$ cat src/rtl/bitnet_infer_sequencer.sv
// Sequencer that streams weight words into a BitNet engine, then issues
// one inference per accepted input vector and buffers a single result.
module bitnet_infer_sequencer #(
  parameter int NUM_LAYERS     = 2,
  parameter int ROWS_PER_LAYER = 16,
  parameter int TIMEOUT        = 255
) (
  input  logic               clk,
  input  logic               rst,
  input  logic               cfg_load_start,
  input  logic               w_valid,
  output logic               w_ready,
  input  logic [53:0]        w_data,
  input  logic               in_valid,
  output logic               in_ready,
  input  logic [53:0]        in_data,
  output logic               res_valid,
  input  logic               res_ready,
  output logic signed [2:0]  res_data,
  output logic               eng_load_weight,
  output logic [1:0]         eng_load_layer,
  output logic [3:0]         eng_load_row,
  output logic [53:0]        eng_load_data,
  input  logic               eng_load_done,
  output logic               eng_infer_start,
  output logic [53:0]        eng_input_vec,
  input  logic signed [2:0]  eng_result,
  input  logic               eng_result_valid,
  input  logic               eng_ready,
  output logic               busy,
  output logic               weights_loaded,
  output logic               err_timeout,
  output logic [15:0]        infer_count
);

  localparam int WCW = (TIMEOUT < 2) ? 1 : $clog2(TIMEOUT);
  localparam logic [WCW-1:0] WAIT_LAST  = WCW'(TIMEOUT - 1);
  localparam logic [1:0]     LAST_LAYER = 2'(NUM_LAYERS - 1);
  localparam logic [3:0]     LAST_ROW   = 4'(ROWS_PER_LAYER - 1);

  typedef enum logic [2:0] {
    S_IDLE,
    S_LOAD,
    S_LWAIT,
    S_RUN,
    S_EXEC
  } state_t;

  state_t         state;
  logic [1:0]     layer_cnt;
  logic [3:0]     row_cnt;
  logic [WCW-1:0] wait_cnt;
  logic           wait_expired;
  logic           last_word;

  assign wait_expired = (wait_cnt == WAIT_LAST);
  assign last_word    = (layer_cnt == LAST_LAYER) && (row_cnt == LAST_ROW);

  // Combinational so that a full result buffer or a same-cycle reload
  // request blocks the input handshake in that very cycle.
  assign in_ready = (state == S_RUN) && eng_ready && !res_valid && !cfg_load_start;

  always_ff @(posedge clk) begin
    if (rst) begin
      state           <= S_IDLE;
      layer_cnt       <= '0;
      row_cnt         <= '0;
      wait_cnt        <= '0;
      w_ready         <= 1'b0;
      res_valid       <= 1'b0;
      res_data        <= '0;
      eng_load_weight <= 1'b0;
      eng_load_layer  <= '0;
      eng_load_row    <= '0;
      eng_load_data   <= '0;
      eng_infer_start <= 1'b0;
      eng_input_vec   <= '0;
      busy            <= 1'b0;
      weights_loaded  <= 1'b0;
      err_timeout     <= 1'b0;
      infer_count     <= '0;
    end else begin
      eng_load_weight <= 1'b0;
      eng_infer_start <= 1'b0;
      if (res_valid && res_ready)
        res_valid <= 1'b0;

      case (state)
        S_IDLE: begin
          if (cfg_load_start) begin
            state       <= S_LOAD;
            layer_cnt   <= '0;
            row_cnt     <= '0;
            err_timeout <= 1'b0;
            w_ready     <= 1'b1;
            busy        <= 1'b1;
          end
        end

        S_LOAD: begin
          if (w_valid && w_ready) begin
            eng_load_weight <= 1'b1;
            eng_load_data   <= w_data;
            eng_load_layer  <= layer_cnt;
            eng_load_row    <= row_cnt;
            if (last_word) begin
              state    <= S_LWAIT;
              w_ready  <= 1'b0;
              wait_cnt <= '0;
            end else if (row_cnt == LAST_ROW) begin
              row_cnt   <= '0;
              layer_cnt <= layer_cnt + 2'd1;
            end else begin
              row_cnt <= row_cnt + 4'd1;
            end
          end
        end

        S_LWAIT: begin
          if (eng_load_done) begin
            state          <= S_RUN;
            weights_loaded <= 1'b1;
            busy           <= 1'b0;
          end else if (wait_expired) begin
            state       <= S_IDLE;
            err_timeout <= 1'b1;
            busy        <= 1'b0;
          end else begin
            wait_cnt <= wait_cnt + 1'b1;
          end
        end

        S_RUN: begin
          if (cfg_load_start) begin
            state          <= S_LOAD;
            weights_loaded <= 1'b0;
            layer_cnt      <= '0;
            row_cnt        <= '0;
            err_timeout    <= 1'b0;
            w_ready        <= 1'b1;
            busy           <= 1'b1;
          end else if (in_valid && in_ready) begin
            state           <= S_EXEC;
            eng_infer_start <= 1'b1;
            eng_input_vec   <= in_data;
            wait_cnt        <= '0;
            busy            <= 1'b1;
          end
        end

        S_EXEC: begin
          if (eng_result_valid) begin
            state       <= S_RUN;
            res_valid   <= 1'b1;
            res_data    <= eng_result;
            infer_count <= infer_count + 16'd1;
            busy        <= 1'b0;
          end else if (wait_expired) begin
            state       <= S_RUN;
            err_timeout <= 1'b1;
            busy        <= 1'b0;
          end else begin
            wait_cnt <= wait_cnt + 1'b1;
          end
        end

        default: begin
          state   <= S_IDLE;
          w_ready <= 1'b0;
          busy    <= 1'b0;
        end
      endcase
    end
  end

endmodule

$ cat config.mk
export PLATFORM = sky130hd
export DESIGN_NAME = bitnet_infer_sequencer
export DESIGN_NICKNAME = d
export VERILOG_FILES = /design/src/rtl/bitnet_infer_sequencer.sv
export SDC_FILE = /design/constraint.sdc
export NUM_CORES = 1
export LEC_CHECK = 0
export ABC_AREA = 0
export ABC_CLOCK_PERIOD_IN_PS = 1600
export BUFFER_PORTS_ARGS = -buffer_cell sky130_fd_sc_hd__buf_2
export CAP_MARGIN = 40
export CORE_ASPECT_RATIO = 2
export CORE_MARGIN = 4
export CORE_UTILIZATION = 43
export DETAILED_ROUTE_END_ITERATION = 12
export GPL_TIMING_DRIVEN = 0
export MAX_ROUTING_LAYER = met4
export PLACE_DENSITY = 0.72
export SYNTH_ARGS = -nofsm -noshare
export SYNTH_HDL_FRONTEND = slang
export SYNTH_SLANG_ARGS = --single-unit
$ cat constraint.sdc
create_clock -name clk -period 1.6 [get_ports clk]
set_clock_uncertainty 0.05 [all_clocks]
set_input_delay 0.08 -clock clk [delete_from_list [all_inputs] [get_ports clk]]
set_output_delay 0.08 -clock clk [all_outputs]
set_load 0.02 [all_outputs]
==> impl_results.md, run 1 <==
- Status: finished with violations
- Failing checks: setup timing
- # setup viols final: 89
- Syn nets: 886
- Clock power share: 45.0%
- Power density over the cells: 790 mW/mm2
- Final Critical Period: 1950 ps
- Pin count of the biggest net entering global routing: 17
- NetSw: 2290 uW
- Via density: 5.46
- CP Launch Type: register
- CTS Sinks: 157
- Final #Nets: 1333
- Synth Register Bits: 157
- Synth Cell Area: 0.00611 mm2
- Hold path depth: 4
- Worst Path Buf+Inv: 4
- Inst Count DP: 1208
- Antenna cell count: 0
- DRC Markers: 0
- RR Endpoint: eng_input_vec[43]
- Worst R2R Path Depth: 8
- Ys Warns: 0
- Hold_ws: 29.6 ps
- Total Routing Usage GR: 30.1%
- Unrepaired setup endpoints after global routing: true
- Most frequent cells in the layout: 258 x buf_2, 152 x nand2_1, 143 x dfxtp_1
- Largest cells by area after synthesis: dfxtp_1 51%, nand2_1 16%, a21oi_1 11%
- Gpl congestion: 0.923
- Grt total ovfl: 0
- Post-route setup slack: -348 ps
- CTS tree: done
- DPL Wire Length: 14.7 mm
- Initial antenna violation count: 0
- Via count: 7699
- Final Power: 8900 uW
- Family with the most delay on the worst path: simple AND/OR/NAND/NOR gates
- CTS root buffer: clkbuf_16
- Crit-path most repeated cell: buf_6
- Vias in the first global route: 7583
- Fmax: 0.513 GHz
- Worst R2R Setup Slack: -350 ps
- Fin. Hold Viols: 0
- Seq pwr share: 44.6%
- Clock buffer count from CTS: 17
- Cell internal pwr: 6610 uW
- Die span in y: 177 um
- Rows: 61
- Placed Area: 0.00772 mm2
- Num ports: 261
- Synth-to-Final Area Change: 84.3%
- Die area: 0.0163 mm2
- Switching part of the total power: 25.7%
- Core ar.: 0.0139 mm2
- Critical path, cell by cell: buf_6 > nand3b_1 > buf_6 > or3_4 > buf_12 > buf_8 > nand2_2 > a21oi_1
- Seq/Total Area, Yosys: 51.5%
- Slew @ Worst Pin: 905 ps
- CP endpoint kind: register
- Max cap viols: 0
- Clock Pin Slew Worst Setup and Hold Paths: 70 ps
- Bufs on Longest Clock Path: 2
- Design area: 0.0113 mm2
- Final Non-Filler Cells: 1410
- Ys flop type: dfxtp_1
- Final period utilization: 122%
- Ys async rst share: 0%
- First-pass GRT wire length: 37.8 mm
- EDFF count, synth: 0
- Worst-case hold path end point: weights_loaded
- DRT Wirelength: 28.0 mm
- Layout cell share with drive strength beyond 1: 50.5%
- Synth cell types: 47
- Yosys top cell area share: 51.5%
- Mapped Avg Cell Area: 8.03 um2
- H-tree levels: 4
- I/O Buffers: 258
- Initial Utilization: 44.0%
- Crit path largest cell delay: 390 ps
- Leakage power: 0.00469 uW
- DR iter-0 viols: 438
- Die Wd: 92.3 um
- Detailed Routing Iterations Pass 1: 8
- Most common library cell in the layout ignoring fill and taps: buf_2
- Worst slack, placed: -402 ps
- Slew headroom: 39.7%
- WL/cell: 19.8 um
- VDD IR max: 808 uV
- Critical path type: reg -> reg
- Worst skew pair latency: 420 ps
- Crit Path Max Fanout: 8
- Logic gate share of total power: 10.4%
- Post-Syn Instances: 761
- FILL cells: 747
- Final Slew Violations: 0
- Crit-path slowest cell: or3_4
- Post-synth top area cell: dfxtp_1
- Arrival time of the worst setup path: 2160 ps
- Reg2reg start: state[2]
- Hold path start: eng_load_done
- Required time worst endpoint: 1810 ps
- ANT nets after route: 0
- Hold/Removal Path Class: in -> reg
- Critical path depth in cells: 8
-- power by group through the flow --
stage / registers (uW) / clock network [uW] / logic, uW
floorplan: 4090 / 0 / 194
global placement: 4060 / 0 / 485
detailed placement: 4060 / 0 / 488
CTS: 3960 / 4020 / 808
global route: 3970 / 4210 / 967
finish: 3970 / 4010 / 923
-- worst reg2reg max path: cells and delay by family (launching register included) --
kind	cells	cell delay [ps]
simple gates	3	690
flops	1	330
buf+inv	4	620
compound gates	1	100
-- metal layers --
metal  part of all wire (%)  global-route usage (%)  vias up
met1                     33                    28.2     3684
met4                    6.6                    18.3        0
met2                     54                    54.9      422
met3                    5.8                    6.61      147
li1                       -                       -     3446
met5                      0                       -        -
-- stage by stage --
| stage | setup TNS [ps] | util (%) |
|---|---|---|
| floorplan | -1200 | - |
| detailed placement | -29530 | 55.6 |
| finish | -20170 | 81.0 |
| global placement | -27080 | 55.6 |
| CTS | -11950 | 75.3 |
| global route | -23360 | 81.0 |
-- how the worst max path moves through the flow --
stage / start / end
6_report: state[2] / eng_input_vec[43]
5_1_grt: state[2] / eng_input_vec[43]
4_1_cts: layer_cnt[1] / wait_cnt[1]
3_5_place_dp: layer_cnt[1] / wait_cnt[5]
3_3_place_gp: layer_cnt[1] / wait_cnt[6]
2_1_floorplan: layer_cnt[1] / wait_cnt[1]
-- cell usage after synthesis (all sizes together), types with 3 or more instances --
| library cell | count |
|---|---|
| o21ai | 13 |
| a32o | 6 |
| clkbuf | 32 |
| nand3 | 14 |
| nand2b | 3 |
| nand2 | 253 |
| xor2 | 7 |
| xnor2 | 10 |
| nor2 | 33 |
| or3 | 5 |
| buf | 18 |
| dfxtp | 157 |
| inv | 8 |
| nor3 | 15 |
| ha | 5 |
| a21oi | 136 |
| nand4 | 9 |
| and2 | 4 |
| nor4 | 7 |
-- area by class of cell --
type	instances	area, um2	share of cell area [%]
Clock inverter	14	155	1.38
Inverter	8	33.8	0.300
Timing Repair Buffer	430	3020	26.8
Clock buffer	18	429	3.81
Multi-Input combinational cell	546	3780	33.6
Tap cell	189	236	2.10
Buffer	48	435	3.87
Sequential cell	157	3170	28.2
-- state kept, by name (all words and copies together) (netlist names), 2 cells and up --
signal	flops
state	3
res_data	3
infer_count	16
eng_load_layer	2
wait_cnt	8
eng_load_data	54
row_cnt	4
layer_cnt	2
eng_load_row	4
eng_input_vec	54
-- timing repair --
action | in CTS | in global routing
resized for setup | 198 | 201
endpoints found under the hold margin | 112 | 0
setup endpoints to repair | 149 | 149
pin swaps | 86 | 73
cloned | 11 | 2
setup buffers | 37 | 13
hold buffers | 112 | 0
-- cell families (layout without fill, tap and decap cells) --
group	after synthesis	count (layout)	synth area share, %
buffers and inverters	58	518	4.06
adders and majority gates	5	5	1.02
and+or+nand+nor	358	358	26.2
DFF	157	157	51.5
AOI/OAI and AO/OA	165	165	14.6
muxes	1	1	0.164
xor gates and xnor gates	17	17	2.44
No activity file was read; power rests on OpenSTA's default activity.
==> inputs of run 2 (changes only) <==
- SETUP_SLACK_MARGIN: unset -> 0.4
==> impl_results.md, run 2 (synthesized netlist as in run 1, its figures left out) <==
- Status: finished with violations (unchanged)
- Failing checks: setup timing (unchanged)
- First-pass GRT wire length: 42.2 mm (was 37.8 mm)
- Leakage power: 0.00563 uW (was 0.00469 uW)
- Gpl congestion: 0.841 (was 0.923)
- H-tree levels: 4 (unchanged)
- Clock power share: 44.9% (was 45.0%)
- Max cap viols: 0 (unchanged)
- Arrival time of the worst setup path: 2220 ps (was 2160 ps)
- Worst skew pair latency: 420 ps (about the same)
- DRT Wirelength: 38.3 mm (was 28.0 mm)
- Switching part of the total power: 27.7% (was 25.7%)
- Num ports: 261 (unchanged)
- WL/cell: 26.4 um (was 19.8 um)
- Most common library cell in the layout ignoring fill and taps: buf_2 (unchanged)
- Pin count of the biggest net entering global routing: 17 (unchanged)
- NetSw: 2580 uW (was 2290 uW)
- Total Routing Usage GR: 33.9% (was 30.1%)
- Seq pwr share: 42.6% (was 44.6%)
- Final Non-Filler Cells: 1452 (was 1410)
- Cell internal pwr: 6740 uW (was 6610 uW)
- Required time worst endpoint: 1800 ps (was 1810 ps)
- Vias in the first global route: 8127 (was 7583)
- CTS Sinks: 157 (unchanged)
- Core ar.: 0.0139 mm2 (unchanged)
- CP endpoint kind: register (unchanged)
- Grt total ovfl: 0 (unchanged)
- Fin. Hold Viols: 0 (unchanged)
- Most frequent cells in the layout: 258 x buf_2, 139 x dfxtp_1, 113 x dlygate4sd3_1 (was 258 x buf_2, 152 x nand2_1, 143 x dfxtp_1)
- Design area: 0.0128 mm2 (was 0.0113 mm2)
- Synth-to-Final Area Change: 110% (was 84.3%)
- Final Slew Violations: 0 (unchanged)
- Critical path type: reg -> reg (unchanged)
- Layout cell share with drive strength beyond 1: 59.5% (was 50.5%)
- Bufs on Longest Clock Path: 2 (unchanged)
- # setup viols final: 155 (was 89)
- Initial antenna violation count: 2 (was 0)
- Clock buffer count from CTS: 17 (unchanged)
- Final #Nets: 1373 (was 1333)
- Hold/Removal Path Class: in -> reg (unchanged)
- Slew @ Worst Pin: 1010 ps (was 905 ps)
- CP Launch Type: register (unchanged)
- Via density: 6.11 (was 5.46)
- ANT nets after route: 0 (unchanged)
- Crit Path Max Fanout: 5 (was 8)
- Die area: 0.0163 mm2 (unchanged)
- Die Wd: 92.3 um (unchanged)
- I/O Buffers: 258 (unchanged)
- Detailed Routing Iterations Pass 1: 7 (was 8)
- DRC Markers: 0 (unchanged)
- Die span in y: 177 um (unchanged)
- Post-route setup slack: -419 ps (was -348 ps)
- DR iter-0 viols: 857 (was 438)
- Initial Utilization: 44.0% (unchanged)
- Slew headroom: 32.6% (was 39.7%)
- Logic gate share of total power: 12.4% (was 10.4%)
- VDD IR max: 933 uV (was 808 uV)
- Top Registers: eng_input_vec: 54 flops, eng_load_data: 54 flops, infer_count: 16 flops (unchanged)
- DPL Wire Length: 15.0 mm (was 14.7 mm)
- Worst Setup SP: wait_cnt[4] (was state[2])
- CTS root buffer: clkbuf_16 (unchanged)
- Via count: 8874 (was 7699)
- Clock Pin Slew Worst Setup and Hold Paths: 70 ps (about the same)
- FILL cells: 416 (was 747)
- Hold path start: eng_load_done (unchanged)
- Placed Area: 0.00794 mm2 (was 0.00772 mm2)
- Unrepaired setup endpoints after global routing: true (unchanged)
- Inst Count DP: 1208 (unchanged)
- Rows: 61 (unchanged)
- Power density over the cells: 725 mW/mm2 (was 790 mW/mm2)
- Fmax: 0.495 GHz (was 0.513 GHz)
- Final period utilization: 126% (was 122%)
- Hold_ws: 21.9 ps (was 29.6 ps)
- Final Critical Period: 2020 ps (was 1950 ps)
- CTS tree: done (unchanged)
- Reg2reg start: wait_cnt[4] (was state[2])
run 2: cell types whose count changed in the layout (fill, tap and decap cells not counted), moves of 10 or more:
cell / delta
buf_12: +10
nand2_1: -47
clkbuf_16: +13
nand2_4: +65
a21oi_1: -35
buf_16: +10
nand2_2: -19
buf_6: +16
buf_4: -12
a21oi_2: +34
run 2: metrics by stage:
stage | total power, uW | TNS [ps] | worst slack (ps) | utilization, %
after floorplan | 4310 | -1250 | -104 | -
after global placement | 4570 | -10990 | -378 | 57.1
after detailed placement | 4570 | -9680 | -383 | 57.1
after CTS | 8970 | -13020 | -259 | 82.6
after global routing | 9470 | -41610 | -466 | 92.5
final | 9320 | -36720 | -419 | 92.5
run 2: area by class of cell:
type / count / area [um2] / area share [%]
antenna: 2 / 5.00 / 0.0390
buffer: 50 / 614 / 4.78
clock buffer: 19 / 443 / 3.45
clock inverter: 13 / 149 / 1.16
inverter: 8 / 33.8 / 0.263
multi-input combinational: 547 / 4430 / 34.5
sequential: 157 / 3180 / 24.7
tap: 189 / 236 / 1.84
timing repair buffer: 467 / 3760 / 29.2
run 2: critical path, cell delays in order, from the launching register on:
cell and delay, ps:
dfxtp_1 410, nand4_1 250, buf_4 230, or4_1 510, a32oi_1 260, a21oi_1 140
run 2: power groups by stage:
stage / clock network, uW / logic (uW) / registers (uW)
after floorplan: 0 / 213 / 4090
final: 4190 / 1160 / 3970
after CTS: 4110 / 900 / 3960
after global placement: 0 / 509 / 4060
after detailed placement: 0 / 510 / 4060
after global routing: 4310 / 1190 / 3970
run 2: worst paths after layout:
check                           cells after the start  slack (ps)                end
worst max-delay path                                5        -420           state[1]
worst min-delay path                                4          20     weights_loaded
worst max register to register                      5        -420           state[1]
worst min register to register                      2         430  eng_input_vec[49]
run 2: metal layers:
layer | GRT usage (%) | part of all wire, % | up-vias
met5 | - | 0 | -
met4 | 22.0 | 11 | 0
met3 | 6.35 | 8.1 | 357
met2 | 62.5 | 49 | 834
met1 | 31.1 | 32 | 4155
li1 | - | - | 3528
run 2: timing repair:
item	in CTS	in global routing
endpoints found under the hold margin	112	0
buffers inserted	42	28
gates cloned	20	7
pin swaps	86	78
hold buffers	113	0
setup endpoints to repair	160	161
resized for setup	290	240
